<file path="src/rtl/gzip_block_sequencer.sv">
// rtl/gzip_block_sequencer.sv - splits a byte stream into DEFLATE blocks for the gzip_top input FIFO (optional: GZIP_SEQ_STATS_EN)
module gzip_block_sequencer #(
  parameter int MAX_BLOCK_LEN = 65535,
  parameter int LEN_WIDTH     = 32
) (
  input  logic                 clk,
  input  logic                 rst,
  input  logic                 start,
  input  logic [LEN_WIDTH-1:0] cfg_total_len,
  input  logic [1:0]           cfg_btype,
  input  logic [7:0]           s_data,
  input  logic                 s_valid,
  output logic                 s_ready,
  input  logic                 full_in_fifo,
  output logic                 wr_en_fifo_in,
  output logic [31:0]          din_fifo_in,
  output logic [1:0]           btype_in,
  output logic                 busy,
  output logic                 done
`ifdef GZIP_SEQ_STATS_EN
  ,
  output logic [15:0]          stat_blocks,
  output logic [31:0]          stat_words
`endif
);

  typedef enum logic [2:0] {
    S_IDLE,
    S_HDR,
    S_DATA,
    S_FLUSH,
    S_DONE
  } state_t;

  localparam logic [LEN_WIDTH-1:0] MAX_L = LEN_WIDTH'(MAX_BLOCK_LEN);

  state_t               state_q, state_d;
  logic [LEN_WIDTH-1:0] remaining_q, remaining_d;
  logic [23:0]          blk_cnt_q, blk_cnt_d;
  logic [1:0]           lane_q, lane_d;
  logic [31:0]          word_q, word_d;
  logic                 pend_q, pend_d;
  logic [1:0]           btype_q, btype_d;

  logic                 accept;
  logic                 bfinal;
  logic [LEN_WIDTH-1:0] blk_len_full;
  logic [23:0]          blk_len;
  logic [31:0]          hdr_word;
  logic                 wr_fire;
  logic                 byte_fire;

  // Block sizing and header word derived from the bytes still to send
  always_comb begin
    bfinal       = (remaining_q <= MAX_L);
    blk_len_full = bfinal ? remaining_q : MAX_L;
    blk_len      = 24'(blk_len_full);
    hdr_word     = {blk_len[7:0], blk_len[15:8], blk_len[23:16], 7'b0, bfinal};
  end

  // A start is honoured only when no job is running
  assign accept    = start && ((state_q == S_IDLE) || (state_q == S_DONE));
  // The pending word is written the first cycle the FIFO has room
  assign wr_fire   = pend_q && !full_in_fifo;
  assign s_ready   = (state_q == S_DATA) && !pend_q;
  assign byte_fire = s_ready && s_valid;

  assign wr_en_fifo_in = wr_fire;
  assign din_fifo_in   = word_q;
  assign btype_in      = btype_q;
  assign busy          = (state_q == S_HDR) || (state_q == S_DATA) || (state_q == S_FLUSH);
  assign done          = (state_q == S_DONE);

  // Next-state logic: header emission, byte packing and word hand-off
  always_comb begin
    state_d     = state_q;
    remaining_d = remaining_q;
    blk_cnt_d   = blk_cnt_q;
    lane_d      = lane_q;
    word_d      = word_q;
    pend_d      = pend_q;
    btype_d     = btype_q;

    case (state_q)
      S_IDLE, S_DONE: begin
        state_d = S_IDLE;
        if (accept) begin
          remaining_d = cfg_total_len;
          btype_d     = cfg_btype;
          pend_d      = 1'b0;
          state_d     = S_HDR;
        end
      end

      S_HDR: begin
        if (!pend_q) begin
          word_d = hdr_word;
          pend_d = 1'b1;
        end else if (wr_fire) begin
          pend_d      = 1'b0;
          remaining_d = remaining_q - blk_len_full;
          blk_cnt_d   = blk_len;
          lane_d      = 2'd0;
          state_d     = (blk_len == 24'd0) ? S_DONE : S_DATA;
        end
      end

      S_DATA: begin
        if (pend_q) begin
          if (wr_fire) begin
            pend_d = 1'b0;
            lane_d = 2'd0;
            if (blk_cnt_q == 24'd0) begin
              state_d = (remaining_q != '0) ? S_HDR : S_DONE;
            end
          end else begin
            state_d = S_FLUSH;
          end
        end else if (byte_fire) begin
          // Lane 0 starts a fresh word so unused upper lanes read as zero
          if (lane_q == 2'd0) begin
            word_d = 32'd0;
          end
          word_d[{lane_q, 3'b000} +: 8] = s_data;
          blk_cnt_d = blk_cnt_q - 24'd1;
          lane_d    = lane_q + 2'd1;
          if ((lane_q == 2'd3) || (blk_cnt_q == 24'd1)) begin
            pend_d = 1'b1;
          end
        end
      end

      S_FLUSH: begin
        if (wr_fire) begin
          pend_d = 1'b0;
          lane_d = 2'd0;
          if (blk_cnt_q != 24'd0) begin
            state_d = S_DATA;
          end else begin
            state_d = (remaining_q != '0) ? S_HDR : S_DONE;
          end
        end
      end

      default: begin
        state_d = S_IDLE;
      end
    endcase
  end

  // State and datapath registers; reset discards any partial word
  always_ff @(posedge clk) begin
    if (rst) begin
      state_q     <= S_IDLE;
      remaining_q <= '0;
      blk_cnt_q   <= 24'd0;
      lane_q      <= 2'd0;
      word_q      <= 32'd0;
      pend_q      <= 1'b0;
      btype_q     <= 2'd0;
    end else begin
      state_q     <= state_d;
      remaining_q <= remaining_d;
      blk_cnt_q   <= blk_cnt_d;
      lane_q      <= lane_d;
      word_q      <= word_d;
      pend_q      <= pend_d;
      btype_q     <= btype_d;
    end
  end

`ifdef GZIP_SEQ_STATS_EN
  logic [15:0] stat_blocks_q;
  logic [31:0] stat_words_q;

  // Saturating counts of headers and of all FIFO writes for the current job
  always_ff @(posedge clk) begin
    if (rst || accept) begin
      stat_blocks_q <= 16'd0;
      stat_words_q  <= 32'd0;
    end else if (wr_fire) begin
      if (stat_words_q != 32'hFFFF_FFFF) begin
        stat_words_q <= stat_words_q + 32'd1;
      end
      if ((state_q == S_HDR) && (stat_blocks_q != 16'hFFFF)) begin
        stat_blocks_q <= stat_blocks_q + 16'd1;
      end
    end
  end

  assign stat_blocks = stat_blocks_q;
  assign stat_words  = stat_words_q;
`endif

endmodule

</file>
<file path="config.mk">
export PLATFORM = sky130hd
export DESIGN_NAME = gzip_block_sequencer
export DESIGN_NICKNAME = d
export VERILOG_FILES = /design/src/rtl/gzip_block_sequencer.sv
export SDC_FILE = /design/constraint.sdc
export NUM_CORES = 1
export LEC_CHECK = 0
export ABC_AREA = 1
export CAP_MARGIN = 10
export CORE_ASPECT_RATIO = 0.8
export CORE_MARGIN = 2
export CORE_UTILIZATION = 56
export DETAILED_ROUTE_END_ITERATION = 6
export PLACE_DENSITY = 0.81
export SETUP_SLACK_MARGIN = 0.2
export SKIP_CTS_REPAIR_TIMING = 1
export SYNTH_ARGS = -nofsm -noshare
export SYNTH_HDL_FRONTEND = slang
export SYNTH_SLANG_ARGS = --single-unit
</file>
<file path="constraint.sdc">
create_clock -name clk -period 3.26 [get_ports clk]
set_input_delay 0.489 -clock clk [delete_from_list [all_inputs] [get_ports clk]]
set_output_delay 0.489 -clock clk [all_outputs]
set_load 0.05 [all_outputs]
</file>
==> flow_summary_export.csv <==
group,metric,value,unit
sta,slew_violations,0,
synth,synth_cell_type_count,45,
detailed_routing,wirelength,17.1,mm
detailed_routing,wl_met2,7.24,mm
setup_path,path_class,"flop to primary output",
synth,ys_ff_latch,96,
setup_path,worstPathBufferInverterCount,2,
cts,clkTransAtPathRegs,0.07,ns
setup_path,critPathMostFrequentCell,"nor2_2",
setup_path,cp-start-kind,"flop",
setup_path,cp.arrival,2.13,ns
setup_path,critPathCaptureType,"primary output",
detailed_routing,highest_layer,"met4",
setup_path,r2r-start,"remaining_q[16]",
sta,slew_headroom,45.4,%
place,detailed_place_hpwl,12.1,mm
place,dp_cells,1107,
setup_path,reg2regPathDepth,13,
synth,postSynthAreaPerCell,6.67,sq um
cts,worstSkewPairLatency,0.35,ns
min_path,holdCritStartpoint,"btype_in[0]",
cts,cts_tree,"yes",
cts,clock-sinks,96,
detailed_routing,met3WireLength,1.50,mm
cts,root_buffer,"clkbuf_16",
synth,synth_edf_count,0,
setup_path,worstPathCellList,"inv_2 -> nor2_2 -> nand2_2 -> nor2_2 -> clkdlybuf4s50_1",
synth,syn-instance-count,912,
synth,syn_area,6080,sq um
sta,worst_pin_slew,0.816,ns
sta,setup_viol,0,
setup_path,crit_slowest_cell,"clkdlybuf4s50_1",
sta,hold_viol,0,
sta,skew,0.00905,ns
cts,cts.path.max_buffers,2,
min_path,min_path_cells,2,
setup_path,critical-path-top-delay-family,"buffers and inverters",
global_routing,grt_max_degree,56,
sta,min_period,2.62,ns
sta,rsz0062_at_grt,"no",
detailed_routing,antenna_left,0,
detailed_routing,vias,6405,
final_layout,drive_gt1_share,7.76,%
floorplan,dieArea,11700,sq um
detailed_routing,wl_per_cell,15.2,um
global_routing,grt_pass1_vias,5709,
sta,post-route-period-util,80.3,%
cts,numCtsBuffers,9,
floorplan,dieWidth,121,um
sta,finalSetupTns,0,ns
min_path,holdCritPathClass,"flop to flop",
cts,htreeDepth,3,
setup_path,required,2.77,ns
final_layout,insertedDiodeCount,0,
sta,max_freq,382,MHz
detailed_routing,wl_met1,8.15,mm
min_path,whs_endpoint,"btype_in[0]",
setup_path,worstReg2RegEnd,"remaining_q[22]",
job,maxCapViolCount,0,
run_status,status,"finished clean",
synth,ys_async_sr_fraction,0,%
final_layout,nets,1029,
floorplan,initial_utilization,56.7,%
floorplan,num_io_pins,85,
floorplan,rows,34,
setup_path,rrSetupSlack,0.69,ns
synth,seq_area_frac_synth,31.6,%
final_layout,nFillCells,1010,
place,numPortBuffers,84,
detailed_routing,first_pass_iters,6,
setup_path,critPathMaxStageDelay,0.83,ns
detailed_routing,drc,0,
detailed_routing,drtIter0Drc,720,
setup_path,critPathMaxFanout,12,
detailed_routing,vias_per_cell,5.70,
global_routing,gr-total-overflow,0,
final_layout,final_cells,1123,
synth,ys.flop_type,"dfxtp_1",
floorplan,design.core.area,10700,sq um
final_layout,postLayoutCellArea,7280,sq um
global_routing,antenna_found_initial,0,
global_routing,grt_pass1_wl,28.5,mm
synth,synth_fp_nets,967,
floorplan,die_height,97.2,um
final_layout,area_growth,19.7,%
place,globalplace.congestion,0.987,
place,place_area,6970,sq um
synth,yosysWarnings,0,
global_routing,grtUsageTotal,29.8,%
layout by cell type, fill, tap and decap left out, types with 8 or more instances in the layout:
cell type	n
dfxtp_1	96
a21oi_1	71
nand3_1	60
ha_1	8
o21ai_0	84
nand4_1	14
clkdlybuf4s50_1	84
o21ai_1	13
nand2_2	9
inv_1	119
a21oi_2	9
nor4_1	8
inv_2	8
nor2_1	80
o21a_1	11
nand2_1	149
xor2_1	11
nor3_1	19
o211ai_1	32
clkbuf_16	9
final cells by class:
class                           instances  area, sq um  share of cell area (%)
Inverter                              128          480                    6.60
Tap cell                              144          180                    2.48
Timing Repair Buffer                   91          893                    12.3
Clock inverter                          7         86.3                    1.19
Clock buffer                            9          225                    3.09
Sequential cell                        96         1920                    26.4
Multi-Input combinational cell        648         3490                    48.0
per-stage QoR:
step | utilization [%] | hold WS (ns) | setup WS [ns]
after floorplan | - | 0.458 | 0.833
after global placement | 65.0 | 0.462 | 0.682
after detailed placement | 65.0 | 0.474 | 0.622
after CTS | 67.9 | 0.486 | 0.624
after global routing | 67.9 | 0.506 | 0.505
final | 67.9 | 0.486 | 0.641
cell usage after synthesis, types with 3 or more instances:
library cell  instances  area (sq um)
o21bai_1              7          52.6
nor2_2                6          37.5
nand2_1             149           559
o21ai_0              84           420
o21ai_1              13          65.1
buf_6                 3          33.8
nor2_1               80           300
a221oi_1              6          52.6
a21oi_1              71           355
clkbuf_1             23          86.3
xor2_1               11          96.3
nand3b_1              7          52.6
ha_1                  8           100
o21a_1               11          82.6
nand4_1              14          87.6
a21oi_2               9          78.8
inv_2                 8          30.0
buf_2                 7          35.0
nand3_1              60           300
buf_1                 5          18.8
nand2_2               9          56.3
nand3_2               3          30.0
o211a_1               7          70.1
o21ai_2               6          52.6
nor2_4                4          45.0
nor3_1               19          95.1
dfxtp_1              96          1920
a31oi_1               7          43.8
inv_1               119           447
nor4_1                8          50.1
o211ai_1             32           240
how the worst max path moves through the flow:
| stage | start | endpoint | slack (ns) | cells past startpoint |
|---|---|---|---|---|
| 2_1_floorplan | full_in_fifo | remaining_q[23] | 0.83 | 9 |
| 3_3_place_gp | full_in_fifo | blk_cnt_q[15] | 0.68 | 10 |
| 3_5_place_dp | full_in_fifo | blk_cnt_q[15] | 0.62 | 10 |
| 4_1_cts | state_q[1] | s_ready | 0.62 | 5 |
| 5_1_grt | remaining_q[16] | remaining_q[30] | 0.50 | 14 |
| 6_report | state_q[1] | s_ready | 0.64 | 5 |
routing by layer:
layer / global-route usage (%) / up-vias
met5: 0 / -
met4: 5.99 / 0
met3: 4.99 / 23
met2: 43.4 / 258
met1: 45.8 / 2935
li1: - / 3189
state kept, by name (all words and copies together), names as in the netlist:
signal,flops
remaining_q,32
blk_cnt_q,24
btype_in,2
din_fifo_in,32
pend_q,1
state_q,3
lane_q,2
worst reg2reg max path, cell delays in order (launching register included):
cell and delay (ns):
dfxtp_1 0.41, nor2_4 0.20, nand2_2 0.11, nor2_4 0.14, nand2_4 0.27, nand2_1 0.17
ha_1 0.26, nand3_2 0.14, nor2_4 0.20, nand2_2 0.16, a21oi_1 0.16, nand2_1 0.07
nand3_1 0.08, a21oi_2 0.06
logic make-up (layout without fill, tap and decap cells):
logic type,count (synthesis),in the layout,synth area share (%)
AND/OR/NAND/NOR,365,365,27.5
AO/OA/AOI/OAI,262,262,26.4
buffers and inverters,168,235,11.0
flip-flops,96,96,31.6
XOR/XNOR,13,13,1.87
adder cells (fa/ha/maj),8,8,1.65
Power is not shown: default switching activity piles up to over one toggle a cycle in this logic, so the estimate is an artifact.
